**src/rtl/mult_sched.sv**
```systemverilog
// rtl/mult_sched.sv - round-robin scheduler sharing one sequential multiplier among R requesters
module mult_sched #(
    parameter int N    = 32,
    parameter int R    = 4,
    parameter int WDOG = 4*N+16,
    localparam int IW  = $clog2(R)
) (
    input  logic             clk,
    input  logic             reset,
    input  logic [R-1:0]     req_valid,
    output logic [R-1:0]     req_ready,
    input  logic [R*N-1:0]   req_a,
    input  logic [R*N-1:0]   req_b,
    output logic             resp_valid,
    input  logic             resp_ready,
    output logic [IW-1:0]    resp_id,
    output logic [2*N-1:0]   resp_o,
    output logic             resp_err,
    output logic             mult_start,
    output logic             mult_reset,
    output logic [N-1:0]     mult_a,
    output logic [N-1:0]     mult_b,
    input  logic [2*N-1:0]   mult_o,
    input  logic             mult_finish
);

    localparam int WW = $clog2(WDOG);
    localparam logic [WW-1:0] WDOG_LAST = WW'(WDOG - 1);
    localparam logic [IW:0]   R_W       = (IW+1)'(R);

    typedef enum logic [1:0] {IDLE, ISSUE, WAIT, RESP} state_t;

    state_t          state;
    logic [IW-1:0]   rr;
    logic [IW-1:0]   id_q;
    logic [N-1:0]    a_q;
    logic [N-1:0]    b_q;
    logic [1:0]      guard;
    logic [WW-1:0]   wdog;
    logic [2*N-1:0]  result;
    logic            err;
    logic            start_q;
    logic            resp_q;

    logic [R-1:0]    grant;
    logic [IW-1:0]   win_id;
    logic            found;
    logic [IW:0]     cand;
    logic [IW:0]     rr_next;
    logic            finish_ok;
    logic            wdog_fire;

    // Rotating priority search: first valid requester at or after rr, wrapping at R.
    always_comb begin
        found  = 1'b0;
        win_id = '0;
        cand   = '0;
        for (int k = 0; k < R; k++) begin
            cand = {1'b0, rr} + (IW+1)'(k);
            if (cand >= R_W)
                cand = cand - R_W;
            if (!found && req_valid[cand[IW-1:0]]) begin
                found  = 1'b1;
                win_id = cand[IW-1:0];
            end
        end
        grant = found ? (R'(1) << win_id) : '0;
    end

    always_comb begin
        rr_next = {1'b0, id_q} + (IW+1)'(1);
        if (rr_next >= R_W)
            rr_next = '0;
    end

    // The multiplier's finish level is stale just after start, so the guard masks it.
    assign finish_ok = (guard == 2'd0) && mult_finish;
    assign wdog_fire = (state == WAIT) && !finish_ok && (wdog == WDOG_LAST);

    assign req_ready  = (state == IDLE && !reset) ? grant : '0;
    assign mult_reset = reset | wdog_fire;
    assign mult_start = start_q;
    assign mult_a     = a_q;
    assign mult_b     = b_q;
    assign resp_valid = resp_q;
    assign resp_id    = id_q;
    assign resp_o     = result;
    assign resp_err   = err;

    always_ff @(posedge clk or posedge reset) begin
        if (reset) begin
            state   <= IDLE;
            rr      <= '0;
            id_q    <= '0;
            a_q     <= '0;
            b_q     <= '0;
            guard   <= '0;
            wdog    <= '0;
            result  <= '0;
            err     <= 1'b0;
            start_q <= 1'b0;
            resp_q  <= 1'b0;
        end else begin
            start_q <= 1'b0;
            case (state)
                IDLE: begin
                    if (found) begin
                        a_q     <= req_a[win_id*N +: N];
                        b_q     <= req_b[win_id*N +: N];
                        id_q    <= win_id;
                        start_q <= 1'b1;
                        state   <= ISSUE;
                    end
                end
                ISSUE: begin
                    guard <= 2'd2;
                    wdog  <= '0;
                    state <= WAIT;
                end
                WAIT: begin
                    if (guard != 2'd0)
                        guard <= guard - 2'd1;
                    if (finish_ok) begin
                        result <= mult_o;
                        err    <= 1'b0;
                        resp_q <= 1'b1;
                        state  <= RESP;
                    end else if (wdog == WDOG_LAST) begin
                        result <= '0;
                        err    <= 1'b1;
                        resp_q <= 1'b1;
                        state  <= RESP;
                    end else begin
                        wdog <= wdog + WW'(1);
                    end
                end
                RESP: begin
                    if (resp_ready) begin
                        resp_q <= 1'b0;
                        rr     <= rr_next[IW-1:0];
                        state  <= IDLE;
                    end
                end
                default: state <= IDLE;
            endcase
        end
    end

endmodule

```
**config.mk**
```make
export PLATFORM = sky130hd
export DESIGN_NAME = mult_sched
export DESIGN_NICKNAME = d
export VERILOG_FILES = /design/src/rtl/mult_sched.sv
export SDC_FILE = /design/constraint.sdc
export NUM_CORES = 1
export LEC_CHECK = 0
export BUFFER_PORTS_ARGS = -buffer_cell sky130_fd_sc_hd__buf_2
export CAP_MARGIN = 20
export CORE_AREA = 2 2 183 185
export DETAILED_ROUTE_END_ITERATION = 16
export DIE_AREA = 0 0 185 187
export GPL_ROUTABILITY_DRIVEN = 0
export SYNTH_ARGS = -nofsm -noshare
export SYNTH_HDL_FRONTEND = slang
export SYNTH_SLANG_ARGS = --single-unit
```
**constraint.sdc**
```tcl
create_clock -name clk -period 7.8 [get_ports clk]
set_clock_uncertainty 0.1 [all_clocks]
set_input_delay 1.17 -clock clk [delete_from_list [all_inputs] [get_ports clk]]
set_output_delay 1.17 -clock clk [all_outputs]
set_load 0.03 [all_outputs]
```
==> results by group, run 1 <==
Yosys
  – Netlist cell types: 46
  – Cells after Synth: 720
  – Mapped cell area: 7490 um^2
  – Syn nets: 1056
  – Synth Area in Compound Gates: 27.8%
  – Seq/Total Area, Yosys: 49.1%
  – Post-synth EDFFs: 0
  – Mapped Avg Cell Area: 10.4 um^2
  – Post-synthesis register bit count: 147
  – Synth Area in Adders: 1.34%
  – Asr flop ratio synth: 100%
  – Most used DFF post-synth: dfrtp_1
  – Synth Area in XOR/XNOR: 0.117%
  – Largest family of logic cells by synthesized area: compound AO/OA/AOI/OAI gates
  – Yosys Warn Count: 0
  – Synth Area in Simple Gates: 7.59%
  – Multiplexer area fraction after synthesis: 9.39%

Die
  – Die height: 187 um
  – Initial Util: 22.8%
  – Die Footprint: 34600 um^2
  – Boundary Pins: 466
  – Core area: 32900 um^2
  – Die Wd: 185 um
  – Std cell rows: 67

STA
  – Final period util: 54.1%
  – Final hold viol count: 0
  – Final critical-path required period: 4.22 ns
  – Worst Tran Pin Value: 1.09 ns
  – RSZ-0062 raised after global routing: no
  – Endpoints failing setup: 0
  – Setup TNS: 0 ns
  – FMAX: 237 MHz
  – Final slew viol count: 0
  – Relative slew margins: 27.5%

Setup path
  – Slowest-stage cell, CP: buf_4
  – Worst reg2reg path startpoint: state[0]$_DFFE_PP0P_
  – CP Cell Sequence: buf_2 -> nor4_1 -> nand2b_2 -> buf_4 -> nor4_1 -> buf_2
  – WP data arrival: 2.95 ns
  – Buf/Inv on CP: 3
  – CP delay by family, top: buffers and inverters
  – Crit path kind: input pin to primary output
  – Critical path depth: 6
  – Crit path capture: req_ready[2]
  – Max FO, Critical Path: 69
  – Reg-to-reg slack, setup: 4.75 ns
  – R2r worst-path depth: 8
  – Reg-to-Reg End: wdog[7]$_DFFE_PP0P_
  – Startpoint Class: input pin
  – Worst Path Required: 6.53 ns
  – Crit path from: req_valid[3]
  – CP peak stage delay: 0.58 ns
  – Worst setup EP type: primary output

Global route
  – Largest net degree at the start of global routing: 77
  – Gr usage total: 17.0%
  – Vias in the first global route: 7774
  – Total grt overflow: 0
  – First-pass GRT wire length: 44.4 mm
  – Initial antenna violation count: 9

Status
  – Status: complete, no violations

Clock network
  – CTS tree: done
  – # Post-CTS Setup Buffers: 0
  – Clk buf depth: 2
  – CTS root buf: clkbuf_16
  – Htree depth: 4
  – CTS resizes: 0
  – Clock sink total: 147
  – Cts bufs inserted: 17
  – Clock transition at path regs: 0.06 ns
  – CTS Hold Bufs: 0
  – Clk_lat worst skew: 0.44 ns

Placed design
  – Port Buf Inserts: 465
  – Placed Area: 10200 um^2
  – Post-DP HPWL: 22.7 mm
  – Cells after DPL: 1576

Detailed routing
  – Top sig layer: met5
  – Routed via count: 7781
  – Antenna-violating nets left: 0
  – Residual DRC count: 0
  – Met3 WL: 2.85 mm
  – Wire length on met2: 14.7 mm
  – Pre-antenna DRT Iters: 5
  – Metal-1 WL: 12.1 mm
  – Average routed wire per standard cell: 18.7 um
  – WL final: 30.1 mm
  – 1st-iter DRT viols: 294
  – Vias per inst: 4.81

Job
  – MaxCap Viol Count: 0

Layout
  – Share of post-route cells with drive strength above 1: 45.0%
  – Synthesis-to-finish area growth: 44.4%
  – Final instance area: 10800 um^2
  – Most frequent cells in the layout: buf_2 (465), dfrtp_1 (147), nor2_1 (72), mux2i_1 (68), a22o_1 (67)
  – Nets: 1483
  – Filler cells: 3451
  – Non-filler cells, final: 1616
  – Most common cell after layout, fill and taps aside: buf_2

Power and ir drop
  – Leak: 0.00545 uW
  – Worst vdd ir: 0.000218 V
  – Pwr Density: 426 nW/um^2

Min path
  – Worst Hold Class: flop to flop
-- per-stage QoR --
stage	hold slack [ns]	total power, uW	utilization [%]	setup slack (ns)
after floorplan	0.367	3030	-	0.792
after global placement	0.380	3750	31.0	3.64
after detailed placement	0.377	3790	31.0	3.56
after CTS	0.400	4670	32.9	3.57
after global routing	0.409	4920	32.9	3.42
final	0.394	4610	32.9	3.58
-- flip-flops by register name (all words and copies together), names as in the netlist --
name / count
resp_o: 64
mult_a: 32
mult_b: 32
wdog: 8
guard: 2
resp_id: 2
rr: 2
state: 2
mult_start: 1
resp_err: 1
resp_valid: 1
-- metal layers --
layer  vias up  global-route usage (%)
li1       3651                       -
met1      3732                    19.7
met2       366                    29.0
met3        30                    6.37
met4         2                    5.28
met5         -                       0
-- logic make-up after synthesis --
group	count (synthesis)
fa+ha+maj	8
compound gates	288
simple gates	127
xor+xnor	1
flops	147
mux	70
buf+inv	79
-- power breakdown --
group | switching, uW | internal [uW] | total, uW
clock network | 383 | 465 | 848
logic | 1590 | 832 | 2420
registers | 238 | 1100 | 1340
-- Yosys cell counts, types with 3 or more instances --
cell type,instances,area share (%)
a21oi_1,6,0.40
a221oi_1,64,7.5
a22o_1,67,7.8
and3_1,8,0.67
buf_1,4,0.20
buf_2,12,0.80
buf_4,8,0.80
clkbuf_1,43,2.2
dfrtp_1,147,49
ha_1,8,1.3
inv_1,9,0.45
mux2i_1,68,9.1
nand2_1,24,1.2
nand3_1,3,0.20
nor2_1,72,3.6
nor2b_1,4,0.33
nor3_1,4,0.27
o21ai_0,65,4.3
o21ai_1,6,0.40
o22ai_1,65,5.4
o31ai_1,3,0.30
-- worst min path at each step --
| stage | depth (start not counted) | to | startpoint | slack (ns) |
|---|---|---|---|---|
| global route | 1 | resp_o[61]$_DFFE_PP0P_ | resp_o[61]$_DFFE_PP0P_ | 0.41 |
| finish | 1 | resp_o[32]$_DFFE_PP0P_ | resp_o[32]$_DFFE_PP0P_ | 0.39 |
| floorplan | 2 | wdog[1]$_DFFE_PP0P_ | wdog[1]$_DFFE_PP0P_ | 0.37 |
| CTS | 1 | resp_o[23]$_DFFE_PP0P_ | resp_o[23]$_DFFE_PP0P_ | 0.40 |
| detailed placement | 1 | resp_o[12]$_DFFE_PP0P_ | resp_o[12]$_DFFE_PP0P_ | 0.38 |
| global placement | 1 | resp_o[34]$_DFFE_PP0P_ | resp_o[34]$_DFFE_PP0P_ | 0.38 |
-- worst reg2reg max path, stage by stage (launching register included) --
cell and delay [ns]:
dfrtp_1 0.39, inv_1 0.10, ha_1 0.46, and3_2 0.36, a31oi_4 0.13, buf_4 0.59, nand4_1 0.27, or4_1 0.51
nand3_1 0.09
-- area by class of cell --
type / instances / area, um^2 / area share (%)
diodes: 8 / 20.0 / 0.185
clock buffers: 18 / 439 / 4.06
clock inverters: 14 / 158 / 1.46
inverters: 11 / 48.8 / 0.451
multi-input cells: 494 / 3500 / 32.4
flip-flops and latches: 147 / 3680 / 34.0
well taps: 448 / 561 / 5.18
repair buffers: 476 / 2410 / 22.3
(Power assumes the default switching activity.)
==> inputs of run 2 (changes only) <==
Settings changed: CORE_AREA 2 2 183 185 to 2 2 179 181, DIE_AREA 0 0 185 187 to 0 0 181 183.
Clock period 7.8 ns to 4.1 ns, I/O delays scaled along.
==> run 2 against run 1 <==
Clock power is 84% higher. Sequential share of layout area hardly changed. Flip-flop and latch count stayed put. Sequential power rose by 90%. First-iteration DRC count grew 47%. Critical endpoint is now req_ready[0]. Combinational power grew 94%. Count of clock-buffer cells in the layout did not move. Cell count is 2.8% lower. Wire length is 2.2% higher. Total power grew 91%. Die area shrank 4.3%.
==> results by group, run 2 (synthesized netlist as in run 1, its figures left out) <==
Status
  – Status: complete, no violations (unchanged)

Detailed routing
  – Pre-antenna DRT Iters: 5 (unchanged)
  – Vias per inst: 4.95 (was 4.81)
  – Average routed wire per standard cell: 19.6 um (was 18.7 um)
  – WL final: 30.8 mm (was 30.1 mm)
  – 1st-iter DRT viols: 433 (was 294)
  – Routed via count: 7778 (was 7781)
  – Antenna-violating nets left: 0 (unchanged)
  – Residual DRC count: 0 (unchanged)

Die
  – Die Wd: 181 um (was 185 um)
  – Die height: 183 um (was 187 um)
  – Core area: 31200 um^2 (was 32900 um^2)
  – Boundary Pins: 466 (unchanged)
  – Std cell rows: 65 (was 67)
  – Initial Util: 24.0% (was 22.8%)
  – Die Footprint: 33100 um^2 (was 34600 um^2)

STA
  – Endpoints failing setup: 0 (unchanged)
  – RSZ-0062 raised after global routing: no (unchanged)
  – PnR worst setup slack: 1.09 ns (was 3.58 ns)
  – Setup TNS: 0 ns (unchanged)
  – Relative slew margins: 29.8% (was 27.5%)
  – Final critical-path required period: 3.01 ns
  – Final period util: 73.5%
  – Final hold viol count: 0 (unchanged)
  – FMAX: 332 MHz
  – Final slew viol count: 0 (unchanged)
  – Worst Tran Pin Value: 1.05 ns (was 1.09 ns)

Placed design
  – Cells after DPL: 1537 (was 1576)
  – Post-DP HPWL: 22.9 mm (was 22.7 mm)
  – Placed Area: 10200 um^2 (about the same)
  – Port Buf Inserts: 465 (unchanged)
  – Place WS: 1.15 ns (was 3.56 ns)

Setup path
  – Reg-to-reg slack, setup: 1.50 ns (was 4.75 ns)
  – Max FO, Critical Path: 63 (was 69)
  – Crit path from: state[1]$_DFFE_PP0P_ (was req_valid[3])
  – R2r worst-path depth: 7 (was 8)
  – CP delay by family, top: buffers and inverters (unchanged)
  – Buf/Inv on CP: 3 (unchanged)
  – Critical path depth: 6 (unchanged)
  – WP data arrival: 2.30 ns (was 2.95 ns)
  – Worst reg2reg path startpoint: state[1]$_DFFE_PP0P_ (was state[0]$_DFFE_PP0P_)
  – Startpoint Class: flop (was input pin)
  – Slowest-stage cell, CP: inv_4 (was buf_4)
  – Worst setup EP type: primary output (unchanged)
  – Worst Path Required: 3.38 ns (was 6.53 ns)
  – CP peak stage delay: 0.45 ns (was 0.58 ns)
  – Crit path kind: flop to primary output (was input pin to primary output)
  – Reg-to-Reg End: mult_a[16]$_DFFE_PP0P_ (was wdog[7]$_DFFE_PP0P_)
  – CP Cell Sequence: inv_1 -> ha_1 -> nand2b_4 -> inv_4 -> and3_1 -> buf_2 (was buf_2 -> nor4_1 -> nand2b_2 -> buf_4 -> nor4_1 -> buf_2)

Layout
  – Synthesis-to-finish area growth: 44.3% (was 44.4%)
  – Max reg flops: 64 (unchanged)
  – Most common cell after layout, fill and taps aside: buf_2 (unchanged)
  – Nets: 1490 (was 1483)
  – Final instance area: 10800 um^2 (about the same)
  – Most frequent cells in the layout: buf_2 (465), dfrtp_1 (147), nor2_1 (72), mux2i_1 (68), a22o_1 (67) (unchanged)
  – Non-filler cells, final: 1570 (was 1616)
  – Share of post-route cells with drive strength above 1: 45.3% (was 45.0%)

Global route
  – Initial antenna violation count: 6 (was 9)
  – Largest net degree at the start of global routing: 71 (was 77)
  – First-pass GRT wire length: 44.9 mm (was 44.4 mm)
  – Total grt overflow: 0 (unchanged)
  – Vias in the first global route: 7674 (was 7774)
  – Gr usage total: 17.9% (was 17.0%)

Clock network
  – Clock transition at path regs: 0.07 ns (was 0.06 ns)
  – CTS Hold Bufs: 0 (unchanged)
  – # Post-CTS Setup Buffers: 0 (unchanged)
  – CTS root buf: clkbuf_16 (unchanged)
  – Clk_lat worst skew: 0.43 ns (was 0.44 ns)
  – Clock sink total: 147 (unchanged)
  – Clk buf depth: 2 (unchanged)
  – Cts bufs inserted: 17 (unchanged)
  – Htree depth: 4 (unchanged)
  – CTS resizes: 0 (unchanged)
  – CTS tree: done (unchanged)

Power and ir drop
  – Worst vdd ir: 0.000430 V (was 0.000218 V)
  – Pwr Density: 816 nW/um^2 (was 426 nW/um^2)
  – Overall Power: 8810 uW (was 4610 uW)
  – Leak: 0.00547 uW (was 0.00545 uW)

Min path
  – Worst Hold Class: input pin to async pin (was flop to flop)

Job
  – MaxCap Viol Count: 0 (unchanged)
-- run 2: metrics by stage --
stage,hold slack (ns),util [%]
finish,0.0170,34.6
global route,0.00462,34.6
CTS,0.0105,34.6
detailed placement,0.380,32.7
global placement,0.379,32.7
floorplan,0.367,-
-- run 2: where the power goes --
| group | switching [uW] | total, uW | internal (uW) |
|---|---|---|---|
| registers | 450 | 2550 | 2100 |
| logic | 3070 | 4700 | 1630 |
| clock network | 740 | 1560 | 822 |
-- run 2: worst max path at each step --
stage | endpoint | slack (ns)
4_1_cts | req_ready[3] | 1.00
3_3_place_gp | req_ready[0] | 1.16
3_5_place_dp | req_ready[3] | 1.15
5_1_grt | req_ready[3] | 0.91
6_report | req_ready[0] | 1.09
2_1_floorplan | mult_reset | -0.36
-- run 2: final cells by class --
class                           count  area, um^2
Fill cell                        3253       20400
Sequential cell                   147        3680
Multi-Input combinational cell    494        3500
Timing Repair Buffer              483        2500
Tap cell                          402         503
Clock buffer                       18         439
Clock inverter                     14         135
Inverter                           11        47.5
Antenna cell                        1        2.50
-- run 2: layer usage --
metal  part of all wire, %  up-vias  GRT usage (%)  wire length (um)
met4                   2.3        2           5.89               701
li1                      -     3662              -                 -
met5                 0.042        -              0                13
met3                   8.4       41           5.86              2600
met2                    50      370           31.1             15400
met1                    39     3703           20.8             12100
-- run 2: worst register-to-register path, delay by kind of cell (launching register included) --
family | cells | cell delay (ns)
AO/OA/AOI/OAI | 2 | 0.38
AND/OR/NAND/NOR | 1 | 0.16
adder cells (fa/ha/maj) | 1 | 0.24
flip-flops | 1 | 0.40
buffers and inverters | 3 | 1.25
==> inputs of run 3 (changes only) <==
Clock period 4.1 ns to 2.5 ns, I/O delays scaled along.
==> run 3 against run 2 <==
First-iteration DRC count decreased by 10%. Total power is 69% higher. Worst hold slack better by 0.055 ns. Largest power group unchanged.
==> results by group, run 3 (synthesized netlist as in run 1, its figures left out) <==
Placed design
  – Cells after DPL: 1544 (was 1537)
  – Placed Area: 10400 um^2 (was 10200 um^2)
  – Post-DP HPWL: 22.9 mm (about the same)
  – Port Buf Inserts: 465 (unchanged)
  – Place WS: 0.146 ns (was 1.15 ns)

Power and ir drop
  – Leak: 0.00560 uW (was 0.00547 uW)
  – Pwr Density: 1350 nW/um^2 (was 816 nW/um^2)
  – Clock Power Share: 18.2% (was 17.7%)
  – Internal power: 7920 uW (was 4550 uW)
  – Seq pwr share: 28.1% (was 28.9%)
  – Logic gate share of total power: 53.7% (was 53.4%)
  – Net Sw Frac: 46.9% (was 48.4%)
  – P_sw: 6980 uW (was 4270 uW)
  – Worst vdd ir: 0.000607 V (was 0.000430 V)

Clock network
  – Htree depth: 4 (unchanged)
  – CTS tree: done (unchanged)
  – CTS Hold Bufs: 0 (unchanged)
  – Clk buf depth: 2 (unchanged)
  – Clk_lat worst skew: 0.42 ns (was 0.43 ns)
  – CTS root buf: clkbuf_16 (unchanged)
  – Cts bufs inserted: 17 (unchanged)
  – Clock sink total: 147 (unchanged)
  – Clock transition at path regs: 0.07 ns (about the same)

Global route
  – First-pass GRT wire length: 45.5 mm (was 44.9 mm)
  – Initial antenna violation count: 6 (unchanged)
  – Largest net degree at the start of global routing: 78 (was 71)
  – Gr usage total: 17.9% (about the same)
  – Vias in the first global route: 7862 (was 7674)
  – Total grt overflow: 0 (unchanged)

Die
  – Boundary Pins: 466 (unchanged)
  – Die Wd: 181 um (unchanged)
  – Die Footprint: 33100 um^2 (unchanged)
  – Std cell rows: 65 (unchanged)
  – Initial Util: 24.0% (unchanged)
  – Core area: 31200 um^2 (unchanged)
  – Die height: 183 um (unchanged)

Job
  – MaxCap Viol Count: 0 (unchanged)

Layout
  – Share of post-route cells with drive strength above 1: 46.5% (was 45.3%)
  – Final instance area: 11100 um^2 (was 10800 um^2)
  – Finished Core Util: 35.5% (was 34.6%)
  – Max reg flops: 64 (unchanged)
  – Nets: 1501 (was 1490)
  – Non-filler cells, final: 1581 (was 1570)
  – Most frequent cells in the layout: buf_2 (465), dfrtp_1 (145), nor2_1 (71), mux2i_1 (68), a22o_1 (67) (was buf_2 (465), dfrtp_1 (147), nor2_1 (72), mux2i_1 (68), a22o_1 (67))
  – Most common cell after layout, fill and taps aside: buf_2 (unchanged)
  – Synthesis-to-finish area growth: 47.9% (was 44.3%)

Detailed routing
  – WL final: 30.7 mm (was 30.8 mm)
  – Residual DRC count: 0 (unchanged)
  – 1st-iter DRT viols: 389 (was 433)
  – Vias per inst: 4.92 (was 4.95)
  – Average routed wire per standard cell: 19.4 um (was 19.6 um)
  – Pre-antenna DRT Iters: 7 (was 5)
  – Antenna-violating nets left: 0 (unchanged)
  – Routed via count: 7771 (was 7778)

STA
  – Final critical-path required period: 2.41 ns
  – RSZ-0062 raised after global routing: no (unchanged)
  – Endpoints failing setup: 0 (unchanged)
  – Final hold viol count: 0 (unchanged)
  – Final period util: 96.4%
  – Hold WS: 0.0725 ns (was 0.0170 ns)
  – Final slew viol count: 0 (unchanged)
  – FMAX: 415 MHz
  – Worst Tran Pin Value: 0.884 ns (was 1.05 ns)
  – Relative slew margins: 41.0% (was 29.8%)
  – PnR worst setup slack: 0.0891 ns (was 1.09 ns)

Setup path
  – Crit path capture: req_ready[0] (unchanged)
  – Worst reg2reg path startpoint: rr[0]$_DFFE_PP0P_ (was state[1]$_DFFE_PP0P_)
  – Worst setup EP type: primary output (unchanged)
  – WP data arrival: 1.94 ns (was 2.30 ns)
  – Crit path kind: flop to primary output (unchanged)
  – Startpoint Class: flop (unchanged)
  – Worst Path Required: 2.03 ns (was 3.38 ns)
  – Reg-to-reg slack, setup: 0.17 ns (was 1.50 ns)
  – Reg-to-Reg End: mult_b[17]$_DFFE_PP0P_ (was mult_a[16]$_DFFE_PP0P_)
  – R2r worst-path depth: 5 (was 7)
  – Max FO, Critical Path: 21 (was 63)
  – Crit path from: rr[0]$_DFFE_PP0P_ (was state[1]$_DFFE_PP0P_)

Status
  – Status: complete, no violations (unchanged)

Min path
  – Worst Hold Class: input pin to flop (was input pin to async pin)
[run 3: timing repair]
action,CTS,global route
gates cloned,1,0
hold endpoints to repair,0,0
setup buffers,2,1
setup endpoints to repair,3,3
pin swaps,1,1
resized for setup,5,2
[run 3: per-stage QoR]
| stage | total power (uW) | TNS [ns] |
|---|---|---|
| global route | 15900 | 0 |
| detailed placement | 12100 | 0 |
| CTS | 15100 | 0 |
| finish | 14900 | 0 |
| floorplan | 9460 | -5.00 |
| global placement | 12000 | 0 |
[run 3: critical path, cell delays in order, from the launching register on]
cell      delay (ns)
dfrtp_2         0.48
nand2b_1        0.22
o22ai_4         0.20
buf_12          0.19
and3_2          0.19
buf_2           0.19
[run 3: power groups by stage]
stage	registers [uW]	logic (uW)	clock network, uW
final	4180	8000	2720
after CTS	4170	8060	2810
after global routing	4330	8630	2910
after global placement	4170	7840	0
after detailed placement	4160	7980	0
after floorplan	5980	3480	0
[run 3: worst min-delay path by stage]
stage / start / end / slack [ns] / cells after the start
final: mult_o[4] / resp_o[4]$_DFFE_PP0P_ / 0.07 / 2
after global placement: resp_o[6]$_DFFE_PP0P_ / resp_o[6]$_DFFE_PP0P_ / 0.38 / 1
after detailed placement: resp_o[13]$_DFFE_PP0P_ / resp_o[13]$_DFFE_PP0P_ / 0.38 / 1
after global routing: mult_o[0] / resp_o[0]$_DFFE_PP0P_ / 0.05 / 2
after CTS: mult_o[23] / resp_o[23]$_DFFE_PP0P_ / 0.05 / 2
after floorplan: wdog[1]$_DFFE_PP0P_ / wdog[1]$_DFFE_PP0P_ / 0.37 / 2
[run 3: metal layers]
metal | routed length, um | global-route usage, % | share of wire, %
met1 | 12300 | 21.1 | 40
met2 | 15100 | 31.5 | 49
met3 | 2820 | 6.10 | 9.2
met4 | 426 | 3.93 | 1.4
met5 | 13 | 0 | 0.042
[run 3: cell type report]
| cell class | instances | area [um^2] |
|---|---|---|
| timing repair buffer | 494 | 2680 |
| sequential | 147 | 3680 |
| fill | 3182 | 20200 |
| antenna | 2 | 5.00 |
| multi-input combinational | 494 | 3530 |
| tap | 402 | 503 |
| clock buffer | 18 | 439 |
| inverter | 11 | 52.6 |
| clock inverter | 13 | 174 |
